### config.mk
export PLATFORM = sky130hd
export DESIGN_NAME = sprite_palette_arbiter
export DESIGN_NICKNAME = d
export VERILOG_FILES = /design/src/rtl/sprite_pal_pkg.sv /design/src/rtl/sprite_palette_rom.sv /design/src/rtl/sprite_palette_arbiter.sv
export SDC_FILE = /design/constraint.sdc
export NUM_CORES = 1
export LEC_CHECK = 0
export CAP_MARGIN = 20
export CORE_MARGIN = 3
export CORE_UTILIZATION = 40
export DETAILED_ROUTE_END_ITERATION = 7
export GPL_ROUTABILITY_DRIVEN = 1
export PLACE_DENSITY = 0.84
export SLEW_MARGIN = 10
export SYNTH_ARGS = -nofsm -noshare
export SYNTH_HDL_FRONTEND = slang
export SYNTH_HIERARCHICAL = 1
export SYNTH_SLANG_ARGS = --single-unit
### constraint.sdc
create_clock -name Clk -period 4.1 [get_ports Clk]
set_input_delay 1.23 -clock Clk [delete_from_list [all_inputs] [get_ports Clk]]
set_output_delay 1.23 -clock Clk [all_outputs]
set_load 0.02 [all_outputs]
### src/rtl/sprite_pal_pkg.sv
// Shared types, constants and the round-robin pick function for the sprite palette arbiter.
// Purely declarative: no state, no timing, no flow control.
package sprite_pal_pkg;

    localparam int          PAL_DEPTH   = 16;
    localparam logic [11:0] RGB_WHITE   = 12'hFFF;
    localparam int          DEF_NUM_REQ = 4;

    typedef struct packed {
        logic [3:0] red;
        logic [3:0] green;
        logic [3:0] blue;
    } rgb12_t;

    // One-hot pick of the first set req bit scanning upward from ptr, wrapping at n (n <= 8).
    function automatic logic [7:0] rr_pick(input logic [7:0] req, input logic [2:0] ptr, input int n);
        logic [7:0] g;
        logic       found;
        int         j;
        g     = '0;
        found = 1'b0;
        for (int i = 0; i < 8; i++) begin
            j = (int'(ptr) + i) % n;
            if (i < n && !found && req[3'(j)]) begin
                g[3'(j)] = 1'b1;
                found    = 1'b1;
            end
        end
        return g;
    endfunction

endpackage

### src/rtl/sprite_palette_rom.sv
// Constant 16-entry 12-bit sprite palette; entry 1 is the white transparent key colour.
// Combinational lookup, zero latency, no backpressure.
module sprite_palette_rom
    import sprite_pal_pkg::*;
(
    input  logic [3:0] index,
    output rgb12_t     rgb
);

    localparam rgb12_t PAL [PAL_DEPTH] = '{
        12'h000, 12'hFFF, 12'hF00, 12'h0F0,
        12'h00F, 12'hFF0, 12'h0FF, 12'hF0F,
        12'h888, 12'h444, 12'hF80, 12'h8F0,
        12'h08F, 12'h840, 12'h4A2, 12'hCCC
    };

    assign rgb = PAL[index];

endmodule

### src/rtl/sprite_palette_arbiter.sv
// Round-robin share of one sprite palette between NUM_REQ layers; optional hit-flash under HIT_FLASH_EN.
// Registered response one cycle after grant; requesters hold req until their gnt bit is seen.
module sprite_palette_arbiter
    import sprite_pal_pkg::*;
#(
    parameter int               NUM_REQ    = DEF_NUM_REQ,
    parameter int               IDX_W      = 4,
    parameter logic [IDX_W-1:0] TRANSP_IDX = IDX_W'(1)
`ifdef HIT_FLASH_EN
    ,
    parameter int               FLASH_FRAMES = 8
`endif
) (
    input  logic                       Clk,
    input  logic                       Reset,
    input  logic [NUM_REQ-1:0]         req,
    input  logic [NUM_REQ*IDX_W-1:0]   idx,
    output logic [NUM_REQ-1:0]         gnt,
    output logic                       rsp_valid,
    output logic [$clog2(NUM_REQ)-1:0] rsp_id,
    output logic                       rsp_transp,
    output logic [3:0]                 red,
    output logic [3:0]                 green,
    output logic [3:0]                 blue
`ifdef HIT_FLASH_EN
    ,
    input  logic                       frame_tick,
    input  logic [NUM_REQ-1:0]         flash
`endif
);

    localparam int ID_W = $clog2(NUM_REQ);

    logic [ID_W-1:0]  rr_ptr;
    logic [ID_W-1:0]  gnt_id;
    logic [7:0]       pick;
    logic             any_gnt;
    logic [IDX_W-1:0] sel_idx;
    rgb12_t           pal_rgb;
    rgb12_t           rsp_rgb;

    assign pick    = rr_pick(8'(req), 3'(rr_ptr), NUM_REQ);
    assign any_gnt = (|pick) & ~Reset;
    assign gnt     = Reset ? '0 : pick[NUM_REQ-1:0];

    always_comb begin
        gnt_id  = '0;
        sel_idx = '0;
        for (int k = 0; k < NUM_REQ; k++) begin
            if (pick[k]) begin
                gnt_id  = ID_W'(k);
                sel_idx = idx[k*IDX_W +: IDX_W];
            end
        end
    end

    sprite_palette_rom u_rom (
        .index (sel_idx),
        .rgb   (pal_rgb)
    );

`ifdef HIT_FLASH_EN
    localparam int FC_W = (FLASH_FRAMES > 1) ? $clog2(FLASH_FRAMES) : 1;

    logic [FC_W-1:0] flash_cnt;
    logic            flash_phase;

    always_ff @(posedge Clk or posedge Reset) begin
        if (Reset) begin
            flash_cnt   <= '0;
            flash_phase <= 1'b0;
        end else if (frame_tick) begin
            if (flash_cnt == FC_W'(FLASH_FRAMES - 1)) begin
                flash_cnt   <= '0;
                flash_phase <= ~flash_phase;
            end else begin
                flash_cnt <= flash_cnt + FC_W'(1);
            end
        end
    end

    // Flash overrides colour only; transparency still follows the index.
    assign rsp_rgb = (flash_phase && |(flash & pick[NUM_REQ-1:0])) ? rgb12_t'(RGB_WHITE) : pal_rgb;
`else
    assign rsp_rgb = pal_rgb;
`endif

    always_ff @(posedge Clk or posedge Reset) begin
        if (Reset) begin
            rr_ptr     <= '0;
            rsp_valid  <= 1'b0;
            rsp_id     <= '0;
            rsp_transp <= 1'b0;
            {red, green, blue} <= '0;
        end else if (any_gnt) begin
            rr_ptr     <= (gnt_id == ID_W'(NUM_REQ - 1)) ? '0 : gnt_id + ID_W'(1);
            rsp_valid  <= 1'b1;
            rsp_id     <= gnt_id;
            rsp_transp <= (sel_idx == TRANSP_IDX);
            {red, green, blue} <= rsp_rgb;
        end else begin
            rsp_valid <= 1'b0;
        end
    end

endmodule

==> results.txt <==
Min-Delay Path Class = reg -> reg
Routed Antenna Nets = 0
Worst Setup Start Kind = primary input
Final hold slack = 487.5 ps
Fin worst setup slack = 40.58 ps
CP most frequent cell = buf_4
Initial drt markers = 115
Layout fillers = 268
Arr. time, crit path = 2830 ps
Most frequent cells in the layout = clkdlybuf4s50_1 (33), buf_4 (32), dfrtp_1 (18)
Synth unique cells = 40
Core ar. = 3442 um2
Fin. Hold Viols = 0
Dpl hpwl = 2797 um
Die Ht = 66.55 um
Die ar. = 4428 um2
Post-synthesis mux area share = 19.71%
Seq/Total Area, Yosys = 30.72%
First-pass GRT wire length = 6230 um
Period Utilization, post-route = 99.01%
Initial antenna violation count = 0
RSZ-0062 raised after global routing = yes
Max cap viols = 0
Count of buffers from port buffering = 41
Final slew viol count = 0
Via count = 1422
Drt first pass iters = 4
Clk slew on worst S/H paths = 70 ps
Buffer and inverter count on the worst path = 4
CTS Buf Count = 3
Die Width = 66.55 um
Number of synthesized flops with an enable pin = 0
Register area = 450.4 um2
Fmax = 246.3 MHz
Vias in the first global route = 1396
Synth Cell Area = 1466 um2
Pin count of the biggest net entering global routing = 22
FP Rows = 21
XOR/XNOR share of the synthesized area = 0%
Clock Root Buffer = clkbuf_8
Status = completed
Starting density of the core = 42.60%
# DRC = 0
Avg Cell Area, Syn = 9.776 um2
Critical-path cell list = buf_6, mux4_2, nor4b_4, buf_4, a221oi_4, buf_4, nor2_1, buf_4
Clock skew = 10.96 ps
Synthesized Nets = 183
Post-Synth Simple-Gate Area = 16.30%
Relative slew slack = 75.23%
Commonest non-fill, non-tap cell in the layout = clkdlybuf4s50_1
Final WL = 3967 um
Gpl congestion = 0.8199
Dpl ws = -787.4 ps
# IOs = 42
Asr flop ratio synth = 100.0%
Crit-path max cell delay = 550 ps
Crit Path Max Fanout = 4
Area grow syn2layout = 53.07%
Synth Flop Type = dfrtp_1
Area occupied by multi-input gates = 996.0 um2
Fin nets = 253
Worst slew pin tran = 370.1 ps
Layout cells sized above 1 = 35.16%
Yosys warnings = 6
WS Path Type = in -> out
Compound-gate portion of the synthesized area = 17.83%
Fin crit period = 4059 ps
Yosys reg bits = 18
H-tree levels = 1
Vias per cell = 5.366
Gate Count Post-Synth = 150
Largest family of logic cells by synthesized area = multiplexers
Setup-failing EPs final = 0
CTS tree = built
Worst path slowest cell = mux4_2
Synthesized-area fraction occupied by adder cells = 9.386%
Critical path's top delay family = buffers and inverters
Total gr overflow = 0
CTS Buffer Depth = 2
Critical Path RT = 2870 ps
Post-CTS Hold Buffers = 0
GR Util All Layers = 17.96%
Per-cell routed wire length = 14.97 um
Worst setup EP type = primary output
Antenna cells = 0
Clock sink count = 18
Clk Latency, worst-skew pair = 260 ps
logic make-up after synthesis:
family,after synthesis
AO/OA/AOI/OAI,37
adder cells (fa/ha/maj),11
buffers and inverters,15
flip-flops,18
multiplexers,22
AND/OR/NAND/NOR,47
worst reg2reg max path, stage by stage, from the launching register on:
cell and delay (ps):
dfrtp_1 350, inv_1 80, ha_1 340, mux4_2 390, nor4b_4 320, buf_4 190
a221oi_4 60, buf_4 150, buf_4 150, nand3_1 80, nand3_1 80, a21oi_2 180
nor2_2 70, buf_4 160, buf_4 140, nor2b_1 130, a211oi_1 220, a21oi_1 70
mux2_2 260
cell type report:
class	instances	area share, %
multi-input combinational	117	44.37
timing repair buffer	72	29.21
sequential	18	20.07
tap	46	2.564
clock buffer	4	2.453
inverter	8	1.338
Yosys cell counts, types with 3 or more instances:
master | number | share of area [%]
a21oi_1 | 3 | 1.0
inv_1 | 8 | 2.0
mux2i_1 | 6 | 4.1
mux4_2 | 3 | 4.6
mux2_2 | 9 | 6.9
nand3_1 | 3 | 1.0
nand2_1 | 17 | 4.4
o21ai_1 | 3 | 1.0
dfrtp_1 | 18 | 31
mux2_1 | 3 | 2.3
ha_1 | 11 | 9.4
buf_6 | 3 | 2.3
nor2_1 | 16 | 4.1
o21ai_0 | 12 | 4.1
a211oi_1 | 3 | 1.5
routing by layer:
metal	vias up	track usage [%]	part of all wire (%)
met5	-	0	0
met4	0	6.345	1.4
met3	10	3.879	5.8
met2	48	29.33	48
met1	685	23.26	44
li1	679	-	-
flip-flops by register name, indices dropped and copies added (netlist names):
register,cells
blue,4
green,4
red,4
rr_ptr,2
rsp_id,2
rsp_transp,1
rsp_valid,1
path summary, 6_finish.rpt:
check                          start         to  slack [ps]  depth (start not counted)
setup / recovery              req[2]     gnt[2]          40                          8
hold / removal                red[3]     red[3]         490                          1
setup reg to reg           rr_ptr[0]   green[3]         590                         18
hold reg to reg               red[3]     red[3]         490                          1
max in group asynchronous      Reset     red[0]        2390                          3
min in group asynchronous      Reset  rsp_id[0]        1500                          3
timing repair:
| action | CTS | global route |
|---|---|---|
| buffers inserted | 4 | 3 |
| setup endpoints to repair | 16 | 12 |
| resized for setup | 41 | 14 |
| pin swaps | 3 | 6 |
through the flow:
stage,std cells,cell area (um2),utilization [%],setup TNS [ps]
floorplan,150,1499,-,0
global placement,254,2107,61.21,-7099
detailed placement,254,2107,61.21,-8778
CTS,262,2176,63.21,0
global route,265,2245,65.21,-93.40
finish,265,2245,65.21,0
Power is left out: the tool's default activity adds up to more than one toggle a clock period on the data nets, which glitch-free logic cannot reach.
